===== config.mk =====
export PLATFORM = sky130hd
export DESIGN_NAME = seg_display_driver_flat
export DESIGN_NICKNAME = d
export VERILOG_FILES = /design/src/rtl/seg_pkg.sv /design/src/rtl/seg_display_driver_if.sv /design/src/rtl/bin2bcd.sv /design/src/rtl/seg_display_driver.sv /design/src/flat_wrapper.sv
export SDC_FILE = /design/constraint.sdc
export NUM_CORES = 1
export LEC_CHECK = 0
export CORE_MARGIN = 10
export CORE_UTILIZATION = 45
export DETAILED_ROUTE_END_ITERATION = 8
export PLACE_DENSITY = 0.63
export SLEW_MARGIN = 30
export SYNTH_ARGS = -nofsm -noshare
export SYNTH_HDL_FRONTEND = slang
export SYNTH_HIERARCHICAL = 1
export SYNTH_SLANG_ARGS = --single-unit

===== constraint.sdc =====
create_clock -name clk -period 3 [get_ports clk]
set_input_delay 0.75 -clock clk [delete_from_list [all_inputs] [get_ports clk]]
set_output_delay 0.75 -clock clk [all_outputs]
set_load 0.01 [all_outputs]

===== src/rtl/seg_pkg.sv =====
// Shared types and seven-segment constants for the display driver.
// Patterns are active-low with CA..CG on bits 0..6.
package seg_pkg;

  typedef logic [6:0] seg_t;

  localparam seg_t SEG_BLANK = 7'h7F;

  localparam seg_t SEG_DIGIT [0:9] = '{
    7'b1000000, 7'b1111001, 7'b0100100, 7'b0110000, 7'b0011001,
    7'b0010010, 7'b0000010, 7'b1111000, 7'b0000000, 7'b0010000
  };

  typedef enum logic [1:0] {IDLE, LOAD, SHIFT, DONE} conv_state_t;

  // Nibbles 10-15 never come out of the converter; show them blank anyway.
  function automatic seg_t seg_encode(input logic [3:0] nibble);
    seg_t pat;
    pat = SEG_BLANK;
    if (nibble <= 4'd9) pat = SEG_DIGIT[nibble];
    return pat;
  endfunction

endpackage


===== src/rtl/seg_display_driver_if.sv =====
// Value input and display outputs of the seven-segment driver.
// The slave side is the driver; the master side is whoever supplies the value.
interface seg_display_driver_if
  import seg_pkg::*;
#(
  parameter int B      = 4,
  parameter int DIGITS = 8
);
  logic [B-1:0]      value;
  logic [DIGITS-1:0] an;
  seg_t              seg;
  logic              dp;
  logic              busy;

  modport master (output value, input an, seg, dp, busy);
  modport slave  (input value, output an, seg, dp, busy);
endinterface


===== src/rtl/bin2bcd.sv =====
// Sequential double-dabble converter: one bit per cycle, restarts whenever
// the input differs from the last value it converted.
module bin2bcd
  import seg_pkg::*;
#(
  parameter int B      = 4,
  parameter int DIGITS = 8
) (
  input  logic                clk,
  input  logic                reset,
  input  logic [B-1:0]        value,
  output logic [4*DIGITS-1:0] bcd,
  output logic                busy,
  output logic                done
);

  localparam int BW = 4 * DIGITS;
  localparam int CW = $clog2(B + 1);

  conv_state_t   state, state_next;
  logic [B-1:0]  bin;
  logic [B-1:0]  captured;
  logic [B-1:0]  last_value;
  logic [BW-1:0] scratch;
  logic [CW-1:0] count;

  function automatic logic [BW-1:0] dabble_adjust(input logic [BW-1:0] x);
    logic [BW-1:0] r;
    r = x;
    for (int i = 0; i < DIGITS; i++) begin
      if (r[4*i +: 4] >= 4'd5) r[4*i +: 4] = r[4*i +: 4] + 4'd3;
    end
    return r;
  endfunction

  always_ff @(posedge clk or posedge reset) begin
    if (reset) state <= IDLE;
    else       state <= state_next;
  end

  always_comb begin
    state_next = state;
    case (state)
      IDLE:    if (value != last_value) state_next = LOAD;
      LOAD:    state_next = SHIFT;
      SHIFT:   if (count == CW'(1)) state_next = DONE;
      DONE:    state_next = IDLE;
      default: state_next = IDLE;
    endcase
  end

  always_ff @(posedge clk or posedge reset) begin
    if (reset) begin
      bin        <= '0;
      captured   <= '0;
      last_value <= '0;
      scratch    <= '0;
      count      <= '0;
    end else begin
      case (state)
        LOAD: begin
          bin      <= value;
          captured <= value;
          scratch  <= '0;
          count    <= CW'(B);
        end
        SHIFT: begin
          {scratch, bin} <= {dabble_adjust(scratch), bin} << 1;
          count          <= count - 1'b1;
        end
        DONE:    last_value <= captured;
        default: ;
      endcase
    end
  end

  assign bcd  = scratch;
  assign busy = (state != IDLE);
  assign done = (state == DONE);

endmodule


===== src/rtl/seg_display_driver.sv =====
// Shows a binary value in decimal on a multiplexed common-anode display:
// BCD conversion, refresh prescaler, digit scan, leading-zero blanking.
module seg_display_driver
  import seg_pkg::*;
#(
  parameter int B             = 4,
  parameter int DIGITS        = 8,
  parameter int REFRESH_DIV   = 100000,
  parameter int BLANK_LEADING = 1
) (
  input logic                 clk,
  input logic                 reset,
  seg_display_driver_if.slave bus
);

  localparam int BW = 4 * DIGITS;
  localparam int PW = (REFRESH_DIV > 1) ? $clog2(REFRESH_DIV) : 1;
  localparam int IW = (DIGITS > 1) ? $clog2(DIGITS) : 1;

  logic [BW-1:0]     scratch;
  logic [BW-1:0]     disp;
  logic              conv_busy;
  logic              conv_done;
  logic [PW-1:0]     presc;
  logic [IW-1:0]     index;
  logic [DIGITS-1:0] zero_from;
  logic [3:0]        nibble;
  logic              blank;
  logic [DIGITS-1:0] an_r;
  seg_t              seg_r;

  bin2bcd #(.B(B), .DIGITS(DIGITS)) u_bcd (
    .clk   (clk),
    .reset (reset),
    .value (bus.value),
    .bcd   (scratch),
    .busy  (conv_busy),
    .done  (conv_done)
  );

  // The display register only ever takes a finished conversion.
  always_ff @(posedge clk or posedge reset) begin
    if (reset)          disp <= '0;
    else if (conv_done) disp <= scratch;
  end

  always_ff @(posedge clk or posedge reset) begin
    if (reset) begin
      presc <= '0;
      index <= '0;
    end else if (presc == PW'(REFRESH_DIV - 1)) begin
      presc <= '0;
      index <= (index == IW'(DIGITS - 1)) ? '0 : index + 1'b1;
    end else begin
      presc <= presc + 1'b1;
    end
  end

  // zero_from[k] is set when nibbles k..DIGITS-1 are all zero.
  always_comb begin
    zero_from = '0;
    nibble    = '0;
    blank     = 1'b0;
    zero_from[DIGITS-1] = (disp[4*(DIGITS-1) +: 4] == 4'd0);
    for (int k = DIGITS - 2; k >= 0; k--) begin
      zero_from[k] = zero_from[k+1] && (disp[4*k +: 4] == 4'd0);
    end
    for (int k = 0; k < DIGITS; k++) begin
      if (IW'(k) == index) begin
        nibble = disp[4*k +: 4];
        blank  = (BLANK_LEADING != 0) && (k != 0) && zero_from[k];
      end
    end
  end

  // Anode and cathode registers load on the same edge so they never disagree.
  always_ff @(posedge clk or posedge reset) begin
    if (reset) begin
      an_r  <= '1;
      seg_r <= SEG_BLANK;
    end else begin
      an_r  <= ~(DIGITS'(1) << index);
      seg_r <= blank ? SEG_BLANK : seg_encode(nibble);
    end
  end

  assign bus.an   = an_r;
  assign bus.seg  = seg_r;
  assign bus.dp   = 1'b1;
  assign bus.busy = conv_busy;

endmodule


===== src/flat_wrapper.sv =====
// flat-port wrapper written by rule: the top's interface ports become plain ports
module seg_display_driver_flat import seg_pkg::*;
#(
  parameter int B             = 4,
  parameter int DIGITS        = 8,
  parameter int REFRESH_DIV   = 100000,
  parameter int BLANK_LEADING = 1
)
  (clk, reset, bus_value, bus_an, bus_seg, bus_dp, bus_busy);
  seg_display_driver_if #(.B(B), .DIGITS(DIGITS)) bus_i ();
  input logic clk;
  input logic reset;
  input wire logic [$bits(bus_i.value)-1:0] bus_value;
  output wire logic [$bits(bus_i.an)-1:0] bus_an;
  output wire logic [$bits(bus_i.seg)-1:0] bus_seg;
  output wire logic [$bits(bus_i.dp)-1:0] bus_dp;
  output wire logic [$bits(bus_i.busy)-1:0] bus_busy;
  assign bus_i.value = bus_value;
  assign bus_an = bus_i.an;
  assign bus_seg = bus_i.seg;
  assign bus_dp = bus_i.dp;
  assign bus_busy = bus_i.busy;
  seg_display_driver #(.B(B), .DIGITS(DIGITS), .REFRESH_DIV(REFRESH_DIV), .BLANK_LEADING(BLANK_LEADING)) u_core (.clk(clk), .reset(reset), .bus(bus_i));
endmodule

[Yosys cells after proc, flatten, opt, wreduce, memory -nomap -nowiden]
Memory sizes are Yosys's and may differ from the RTL's.
Cells that the tools add are included.
Storage, ports and cells
  register bits: 116
  bits in read-only memories: 112
  bits of input ports: 6
  output and inout port bits: 17
  word-level logic and storage cells: 105
  memories: 1
Memories
  (name not given): words 16, width 7, rd ports 1, clocked after memory_dff 0, write ports 0, line seg_pkg.sv:20  | if (nibble <= 4'd9) pat = SEG_DIGIT[nibble];
Operators by class
  add/subtract/negate cells: 11
  order comparisons: 10
  eq/ne operators: 16
  shifts and indexed selects: 1
  mux-type cells: 35
  bitwise logic cells: 2
  reductions and logical operators: 18
Operators with widths (number)
  $pmux 32 s2: 1
  $mux 4: 15
  $ge 4x3->1 const B: 8
  $add 4x2->4 const B: 7
  $logic_not 4->1: 7
  $mux 7: 4
  $add 17x1->17 const B: 1
  $eq 17x17->1 const B: 1
  $mux 17: 1
  $eq 3x3->1 const A: 4
  $not 8->8: 1
  $pmux 2 s4: 1
  $pmux 4 s2: 1
  $shl 1x3->8 const A: 1
  $mux 1: 7
  $eq 2x3->1 const A: 2
  $logic_and 1x1->1: 6
  $mux 3: 2
  $pmux 3 s2: 1
  $ge 5x5->1 const B: 1
  $not 4->5: 1
  $eq 2x2->1 const B: 2
  $le 4x4->1 const B: 1
  $mux 2: 2
  other kinds (13): 15

[Logic depth before layout (Yosys ltp)]
Gate-level depths: netlist of run 1.
  depth after elaboration: 15
  gate-level depth with buffers: 12
  mapped depth without buffers: 10

[By module]
The synthesis of run 1 kept the hierarchy.
By module, submodules not included
  seg_display_driver: times used 1, cells an instance 298, area an instance 3326.9 µm², seq. area each 1695.4 µm²
  bin2bcd: times used 1, cells an instance 253, area an instance 2745.1 µm², seq. area each 1226.2 µm²

[Worst setup path after synthesis of run 1]
No wires, ideal clock.
  path type: reg-to-reg
  from: register u_core.index[2]
  to: register u_core.seg_r[4] (netlist: u_core/bus.seg[4])
  setup time: 72 ps
  data arrival time: 2208 ps
  required time: 2928 ps
  slack: 720 ps
  cell stages (with the launch flop): 12
  buffers on the path: 2
  clock period less this slack: 2280 ps
  cells stage by stage: dfrtp_1 buf_4 clkinv_1 ha_1 buf_2 a2111oi_2 o22ai_1 a2bb2oi_4 inv_1 ha_1 and3_1 o21ai_1
On the way
  longest elaborated chain between the ends: 15
  elaborated cells on any way between the ends: 30
  classes of those cells: order compare: 1; eq/ne: 7; mux: 19; bitwise: 1; reduce/logical: 1; memory: 1
RTL lines
  from (decl): line seg_display_driver.sv:25  | logic [IW-1:0] index;
  from (signal assigned): line seg_display_driver.sv:53  | index <= (index == IW'(DIGITS - 1)) ? '0 : index + 1'b1;
  $logic_not 3->1: line seg_display_driver.sv:69  | if (IW'(k) == index) begin
  $mux 4 (8 in a row): line seg_display_driver.sv:69
  $not 4->5 (not written as such): line seg_pkg.sv:20
  $mem_v2 16x7
  $mux 7 (not written as such) (2 in a row): line seg_pkg.sv:20
  $mux 7: line seg_pkg.sv:20
  $mux 7 (*): line seg_display_driver.sv:83  | seg_r <= blank ? SEG_BLANK : seg_encode(nibble);
  to (signal assigned): line seg_display_driver.sv:83
  to (decl): line seg_display_driver.sv:30  | seg_t seg_r;
Every way passes the cells marked *; elsewhere a longest branch is shown, timed or not. The select of a mux whose other input is x is not followed.
A chain may end at the register's enable or synchronous reset.

[Worst setup path in the final report of run 1]
  from: register u_core.index[0]
  to: register u_core.seg_r[4] (netlist: u_core/bus.seg[4])
The elaborated chain is that of the path after synthesis.

==> impl_metrics.yaml, run 1 <==
sta:
  maxSlewViolCount: 0
  period_needed_ps: 2740
  setup_viol: 0
  finalSetupTns_ps: 0
  hold_ws_ps: 489
  hold_viol: 0
  finalCritPeriodShare_pct: 91.4
  clock_skew_ps: 7.38
  max_freq_mhz: 365
  maxSlewHeadroom_pct: 57.9
  tightest_slew_ps: 632
  rsz0062_at_grt: "false"
synth:
  syn-instance-count: 551
  ys_seq_elements: 116
  synth-seq-area-share_pct: 48.1
  synth_ff_type: "dfrtp_1"
  synth_area_um2: 6070
  yosys_warnings: 6
  yosysUniqueCellTypes: 62
  syn-num-nets: 590
  synthArstFlopShare_pct: 100
  syn_avg_cell_area_um2: 11.0
  synth_edf_count: 0
worst_setup_path:
  end_kind: "register"
  cp_max_fo: 19
  startpoint_type: "register"
  crit_required_ps: 3330
  critPathKind: "reg2reg"
  cp.arrival_ps: 3070
die:
  die_h_um: 136
  initial_core_util_pct: 45.9
  core.rowCount: 42
  dieArea_um2: 18500
  ios: 23
  die_w_um: 136
  core_area_um2: 13200
cts:
  post_cts_buffers: 0
  cts_root_buf: "clkbuf_16"
  cts_tree: "done"
  h-tree-depth: 4
  clk_latency_ps: 410
  numClockSinks: 116
  clockBufferDepth: 2
  cts_buffers: 17
  hold_buffers: 0
  cts_resized: 0
  clk_pin_slew_ps: 60
placed_design:
  dp.cells: 734
  numPortBuffers: 21
  finalWeightedCongestion: 0.852
  dp_hpwl_um: 8840
  post_dp_cell_area_um2: 6440
global_route:
  grt_pass1_vias: 4334
  track_usage_pct: 14.6
  grt_pass1_wl_um: 21700
  grt_max_degree: 38
  gr-total-overflow: 0
  antenna_found_initial: 1
power:
  p_per_area_nw_per_um2: 753
  cellLeakagePower_nw: 3.11
  ir_drop_v: 0.000545
drt:
  first_pass_iters: 4
  viasPerCell: 5.48
  wirelength_um: 12600
  wl_per_cell_um: 16.4
  num_vias: 4199
  drtIter0Drc: 235
  drc_errors: 0
  ant_nets: 0
hold_path:
  hp-class: "reg2reg"
flow_run:
  maxCapViolCount: 0
final_layout:
  synthToLayoutAreaGrowth_pct: 16.2
  finalNetCount: 616
  fill_cells: 1156
  final_cells: 766
  stdcell_area_um2: 7060
  drive_above_1_share_pct: 19.2
  diodes: 0
  fin_util_pct: 53.3
run_status:
  status: "finished clean"
[state kept, by name, indices dropped and copies added (netlist names)]
name                     cells
u_core/disp                 32
u_core/u_bcd/state           2
u_core/bus.an                8
u_core/index                 3
u_core/presc                17
u_core/u_bcd/captured        4
u_core/u_bcd/count           3
u_core/bus.seg               7
u_core/u_bcd/bin             4
u_core/u_bcd/bcd            32
u_core/u_bcd/last_value      4
[where the power goes]
part	internal, W	switching (W)
registers	0.00176	0.000106
clock network	0.00137	0.000710
logic	0.000542	0.000828
[cells in the mapped netlist (3+ instances only)]
library cell	n	area share, %
buf_2	13	1.1
mux2i_1	15	2.5
nor3_1	7	0.58
a22o_1	9	1.3
xnor2_1	23	3.3
and4_1	3	0.43
o22ai_1	10	1.0
o21ai_0	39	3.2
nor2b_1	4	0.41
inv_1	42	2.6
clkbuf_1	4	0.25
nor4_1	5	0.52
o21a_1	3	0.37
a21oi_1	18	1.5
a21oi_4	7	1.9
mux2_2	35	6.5
o211ai_1	4	0.49
a31oi_1	3	0.31
o32ai_1	8	1.2
nand3b_1	3	0.37
nand2_1	32	2.0
xor2_1	10	1.4
dfstp_2	15	6.5
and3_1	6	0.62
nand4_1	3	0.31
nand3_1	12	0.99
or4_1	3	0.37
nand2b_1	8	0.82
dfrtp_1	101	42
nor3b_1	7	0.87
ha_1	33	6.8
a211oi_1	3	0.37
o21ai_1	6	0.49
buf_4	4	0.49
nor2_1	19	1.2
[logic make-up (layout without fill, tap and decap cells)]
kind of cell,count (synthesis),in the layout,synth area share (%)
buf+inv,68,107,5.23
simple gates,126,126,11.6
mux,50,50,8.96
compound gates,124,124,14.5
fa+ha+maj,33,33,6.80
other cells,1,1,0.0618
flops,116,116,48.1
xor+xnor,33,33,4.76
[critical path, stage by stage, from the launching register on]
cell	delay [ps]
dfrtp_1	400
inv_1	160
ha_1	590
a21oi_1	120
a2111oi_2	390
o22ai_1	180
a2bb2oi_4	230
inv_1	90
ha_1	220
and3_1	150
o21ai_1	140
[routing by layer]
metal  share of wire [%]  GRT usage (%)  up-vias
li1                    -              -     1993
met1                  45           18.6     2097
met2                  48           23.1       93
met3                 5.4           4.24       14
met4                 1.0           5.09        2
met5                0.14              0        -
[cell type report]
class / count / area [um2] / area share (%)
Clock buffer: 20 / 467 / 6.61
Clock inverter: 12 / 153 / 2.16
Inverter: 44 / 165 / 2.34
Multi-Input combinational cell: 367 / 2830 / 40.1
Sequential cell: 116 / 2920 / 41.4
Tap cell: 176 / 220 / 3.12
Timing Repair Buffer: 31 / 298 / 4.22
[cells in the final DEF, fill, tap and decap left out, types with 4 or more instances in the layout]
| cell | netlist | routed |
|---|---|---|
| nor3b_1 | 7 | 7 |
| xor2_1 | 10 | 10 |
| mux2_2 | 35 | 35 |
| xnor2_1 | 23 | 23 |
| a21oi_4 | 7 | 7 |
| ha_1 | 33 | 33 |
| inv_1 | 42 | 40 |
| nor2b_1 | 4 | 4 |
| o211ai_1 | 4 | 4 |
| nor3_1 | 7 | 7 |
| a21oi_1 | 18 | 18 |
| o21ai_0 | 39 | 39 |
| nand3_1 | 12 | 12 |
| dfrtp_1 | 101 | 101 |
| nor2_1 | 19 | 19 |
| clkdlybuf4s50_1 | 0 | 21 |
| o22ai_1 | 10 | 10 |
| nand2_1 | 32 | 32 |
| o21ai_1 | 6 | 6 |
| buf_4 | 4 | 9 |
| clkinvlp_4 | 0 | 4 |
| and3_1 | 6 | 6 |
| nand2b_1 | 8 | 8 |
| clkbuf_16 | 0 | 17 |
| dfstp_2 | 15 | 15 |
| mux2i_1 | 15 | 15 |
| o32ai_1 | 8 | 8 |
| nor4_1 | 5 | 5 |
| a22o_1 | 9 | 9 |
[through the flow]
step                      setup slack, ps  total power, W
after detailed placement              303         0.00328
after CTS                             277         0.00537
after global routing                 12.6         0.00562
after global placement                421         0.00322
final                                 258         0.00532
after floorplan                       592         0.00291
[path summary, 6_finish.rpt]
kind,endpoint,slack (ps),cells past startpoint,from
max,u_core/bus.seg[4],260,10,u_core/index[0]
min,u_core/presc[14],490,1,u_core/presc[14]
max reg2reg,u_core/bus.seg[4],260,10,u_core/index[0]
min reg2reg,u_core/presc[14],490,1,u_core/presc[14]
max in group asynchronous,u_core/bus.seg[5],1510,3,reset
min in group asynchronous,u_core/u_bcd/bcd[4],720,2,reset
No activity file was read; power rests on OpenSTA's default activity.
==> run 2: changes to the inputs <==
==> constraint.sdc (replaced) <==
create_clock -name clk -period 3 [get_ports clk]
set_input_delay 0.6 -clock clk [delete_from_list [all_inputs] [get_ports clk]]
set_output_delay 0.6 -clock clk [all_outputs]
set_load 0.01 [all_outputs]
==> impl_metrics.yaml, run 2 (synthesis results as in run 1) <==
placed_design:
  finalWeightedCongestion: 0.845
  pre_cts_ws_ps: 344
  numPortBuffers: 21
  dp_hpwl_um: 8410
  post_dp_cell_area_um2: 6430
die:
  die_w_um: 136
  initial_core_util_pct: 45.9
  ios: 23
  core_area_um2: 13200
  die_h_um: 136
  dieArea_um2: 18500
  core.rowCount: 42
cts:
  numClockSinks: 116
  hold_buffers: 0
  clk_latency_ps: 410
  cts_resized: 0
  cts_buffers: 17
  h-tree-depth: 4
  post_cts_buffers: 0
  cts_root_buf: "clkbuf_16"
  cts_tree: "done"
  clockBufferDepth: 2
  clk_pin_slew_ps: 50
final_layout:
  stdcell_area_um2: 7000
  drive_above_1_share_pct: 17.9
  diodes: 0
  finalNetCount: 615
  final_cell_mix: "dfrtp_1, inv_1, o21ai_0"
  synthToLayoutAreaGrowth_pct: 15.3
  final_common_cell: "dfrtp_1"
hold_path:
  hp-class: "reg2reg"
  min_from: "u_core/presc[14]"
  worstHoldPathCells: 1
  min_to: "u_core/presc[14]"
drt:
  num_vias: 4169
  drc_errors: 0
  first_pass_iters: 6
  ant_nets: 0
  wirelength_um: 12200
  wl_per_cell_um: 16.0
  drtIter0Drc: 212
  viasPerCell: 5.46
global_route:
  gr-total-overflow: 0
  grt_pass1_vias: 4232
  antenna_found_initial: 0
  grt_max_degree: 68
  grt_pass1_wl_um: 20900
  track_usage_pct: 14.0
power:
  p_per_area_nw_per_um2: 743
  ir_drop_v: 0.000456
  cellLeakagePower_nw: 3.10
sta:
  clock_skew_ps: 10.0
  tightest_slew_ps: 598
  max_freq_mhz: 368
  finalCritPeriodShare_pct: 90.5
  finalSetupTns_ps: 0
  setup_viol: 0
  maxSlewViolCount: 0
  rsz0062_at_grt: "false"
  layout_setup_ws_ps: 286
  hold_viol: 0
  maxSlewHeadroom_pct: 59.8
  period_needed_ps: 2710
worst_setup_path:
  r2r_slack_ps: 290
  reg2reg_depth: 10
  cp.arrival_ps: 3050
  r2r_start: "u_core/index[0]"
  end_kind: "register"
  startpoint_type: "register"
  critPathKind: "reg2reg"
  cp_max_fo: 19
  crit_required_ps: 3340
  rr_endpoint: "u_core/bus.seg[4]"
flow_run:
  maxCapViolCount: 0
run_status:
  status: "finished clean"
==> run 2: critical path: stages (launching register included) <==
cell,delay (ps)
dfrtp_1,400
inv_1,150
ha_1,570
a21oi_1,110
a2111oi_2,390
o22ai_1,180
a2bb2oi_4,250
inv_1,90
ha_1,220
and3_1,160
o21ai_1,120
==> run 2: cell type report <==
class                   instances  area, um2
repair buffers                 30        290
inverters                      44        165
clock buffers                  27        503
clock inverters                 4       70.1
fillers                      1186       6240
flip-flops and latches        116       2920
well taps                     176        220
multi-input cells             367       2830
==> run 2: worst max path at each step <==
stage / startpoint / cells past startpoint / to / slack, ps
floorplan: u_core/index[2] / 11 / u_core/bus.seg[4] / 720
finish: u_core/index[0] / 10 / u_core/bus.seg[4] / 290
global route: u_core/index[0] / 10 / u_core/bus.seg[1] / 30
detailed placement: u_core/index[0] / 10 / u_core/bus.seg[0] / 340
global placement: u_core/index[0] / 10 / u_core/bus.seg[4] / 410
CTS: u_core/index[0] / 10 / u_core/bus.seg[4] / 310
==> run 2: through the flow <==
stage / hold WS [ps] / total power [W] / instances / util (%)
floorplan: 449 / 0.00291 / 551 / -
global placement: 474 / 0.00322 / 733 / 48.6
detailed placement: 477 / 0.00328 / 733 / 48.6
CTS: 489 / 0.00526 / 764 / 52.9
global route: 503 / 0.00548 / 764 / 52.9
finish: 482 / 0.00520 / 764 / 52.9
==> run 2: power by group <==
part	switching (W)	internal, W	leakage [nW]	total (W)
registers	0.000102	0.00176	1.51	0.00186
logic	0.000848	0.000539	1.30	0.00139
clock network	0.000651	0.00130	0.281	0.00195
==> run 2: layer usage <==
layer | wire [um] | up-vias | share of wire, % | track usage [%]
li1 | - | 1998 | - | -
met1 | 5810 | 2072 | 48 | 18.3
met2 | 5650 | 83 | 46 | 21.2
met3 | 535 | 16 | 4.4 | 4.13
met4 | 193 | 0 | 1.6 | 6.09
met5 | 0 | - | 0 | 0
==> run 3: changes to the inputs <==
DONT_BUFFER_PORTS = 1   (was not set)
PLACE_DENSITY = 0.61   (was 0.63)
TNS_END_PERCENT = 1   (was not set)
==> impl_metrics.yaml, run 3 (synthesis results as in run 1) <==
power:
  ir_drop_v: 0.000548
  internal-power_w: 0.00382
  p_per_area_nw_per_um2: 790
  p_comb_share_pct: 23.8
  power.clock.fraction_pct: 41.6
  cellLeakagePower_nw: 3.05
  p_sw_share_pct: 29.6
  switchingPower_w: 0.00160
  seq_power_share_pct: 34.7
drt:
  drc_errors: 0
  wl_per_cell_um: 16.2
  drtIter0Drc: 219
  viasPerCell: 5.38
  num_vias: 4001
  wirelength_um: 12000
  ant_nets: 0
  first_pass_iters: 4
global_route:
  grt.met1_usage_pct: 18.1
  met2_usage_pct: 21.2
  track_usage_pct: 13.9
  gr-total-overflow: 0
  grt_busiest_layer: "met2"
  grt_max_degree: 68
  grt_pass1_wl_um: 20700
  antenna_found_initial: 0
  grt_pass1_vias: 4070
  grtUsageMet3_pct: 4.65
cts:
  post_cts_buffers: 0
  cts_root_buf: "clkbuf_16"
  h-tree-depth: 4
  cts_resized: 0
  clk_latency_ps: 400
  clk_pin_slew_ps: 50
  hold_buffers: 0
  clockBufferDepth: 2
  cts_tree: "done"
  numClockSinks: 116
  cts_buffers: 17
worst_setup_path:
  reg2reg_depth: 10
  cp_max_fo: 14
  r2r_slack_ps: 350
  cp-startpoint: "u_core/index[0]"
  critPathKind: "reg2reg"
  end_kind: "register"
  crit_required_ps: 3310
  cp.arrival_ps: 2960
  startpoint_type: "register"
  r2r_start: "u_core/index[0]"
sta:
  tightest_slew_ps: 812
  maxSlewViolCount: 0
  clock_skew_ps: 6.89
  setup_viol: 0
  finalCritPeriodShare_pct: 88.2
  hold_viol: 0
  maxSlewHeadroom_pct: 45.8
  rsz0062_at_grt: "false"
  max_freq_mhz: 378
  finalSetupTns_ps: 0
  period_needed_ps: 2650
  layout_setup_ws_ps: 354
placed_design:
  dp_hpwl_um: 8300
  finalWeightedCongestion: 0.822
  numPortBuffers: 0
  pre_cts_ws_ps: 426
die:
  die_h_um: 136
  core.rowCount: 42
  initial_core_util_pct: 45.9
  dieArea_um2: 18500
  die_w_um: 136
  core_area_um2: 13200
  ios: 23
final_layout:
  final_cell_mix: "dfrtp_1, inv_1, o21ai_0"
  drive_above_1_share_pct: 19.4
  finalNetCount: 593
  final_common_cell: "dfrtp_1"
  synthToLayoutAreaGrowth_pct: 13.2
  fill_cells: 1177
  diodes: 0
hold_path:
  hp-class: "in2async"
flow_run:
  maxCapViolCount: 0
run_status:
  status: "finished clean"
-- run 3: cell types whose count changed in the layout (fill, tap and decap cells not counted), sizes merged --
| cell | change |
|---|---|
| clkinvlp | +1 |
| clkinv | +1 |
| buf | -1 |
| clkdlybuf4s50 | -21 |
| clkbuf | -4 |
| bufinv | +3 |
-- run 3: worst max-delay path, cell delays in order, from the launching register on --
cell and delay (ps):
dfrtp_1 410, inv_1 150, ha_1 460, nor4bb_1 380
a211oi_1 80, o22ai_1 260, a2bb2oi_4 120, inv_1 120
ha_1 230, inv_1 70, o311ai_1 270
-- run 3: area by class of cell --
| class | count | area (um2) | share of cell area (%) |
|---|---|---|---|
| flip-flops and latches | 116 | 2920 | 42.5 |
| multi-input cells | 367 | 2830 | 41.2 |
| clock buffers | 23 | 498 | 7.25 |
| well taps | 176 | 220 | 3.20 |
| clock inverters | 9 | 173 | 2.51 |
| inverters | 44 | 168 | 2.44 |
| repair buffers | 8 | 60.1 | 0.874 |
-- run 3: final timing paths --
path,end
max,u_core/bus.seg[2]
min,u_core/u_bcd/bcd[2]
max reg2reg,u_core/bus.seg[2]
min reg2reg,u_core/presc[14]
max in group asynchronous,u_core/disp[30]
min in group clk,u_core/u_bcd/bin[0]
-- run 3: power by group through the flow --
stage               Clock, W  Combinational [W]  Sequential [W]
detailed placement         0            0.00129         0.00191
CTS                  0.00231            0.00130         0.00189
finish               0.00226            0.00129         0.00188
global placement           0            0.00126         0.00190
global route         0.00238            0.00145         0.00190
floorplan                  0            0.00104         0.00187
-- run 3: per-stage QoR --
step | power (W) | std cells | hold WS (ps) | area (um2) | util, %
2_1_floorplan | 0.00291 | 551 | 449 | 6070 | -
3_3_place_gp | 0.00316 | 711 | 476 | 6200 | 46.8
3_5_place_dp | 0.00321 | 711 | 478 | 6200 | 46.8
4_1_cts | 0.00549 | 743 | 172 | 6870 | 51.9
5_1_grt | 0.00573 | 743 | 193 | 6870 | 51.9
6_report | 0.00543 | 743 | 160 | 6870 | 51.9
-- run 3: routing by layer --
metal | vias up | wire length, um
met1 | 1981 | 5650
met2 | 73 | 5670
met5 | - | 0
met4 | 0 | 56
li1 | 1943 | -
met3 | 4 | 636
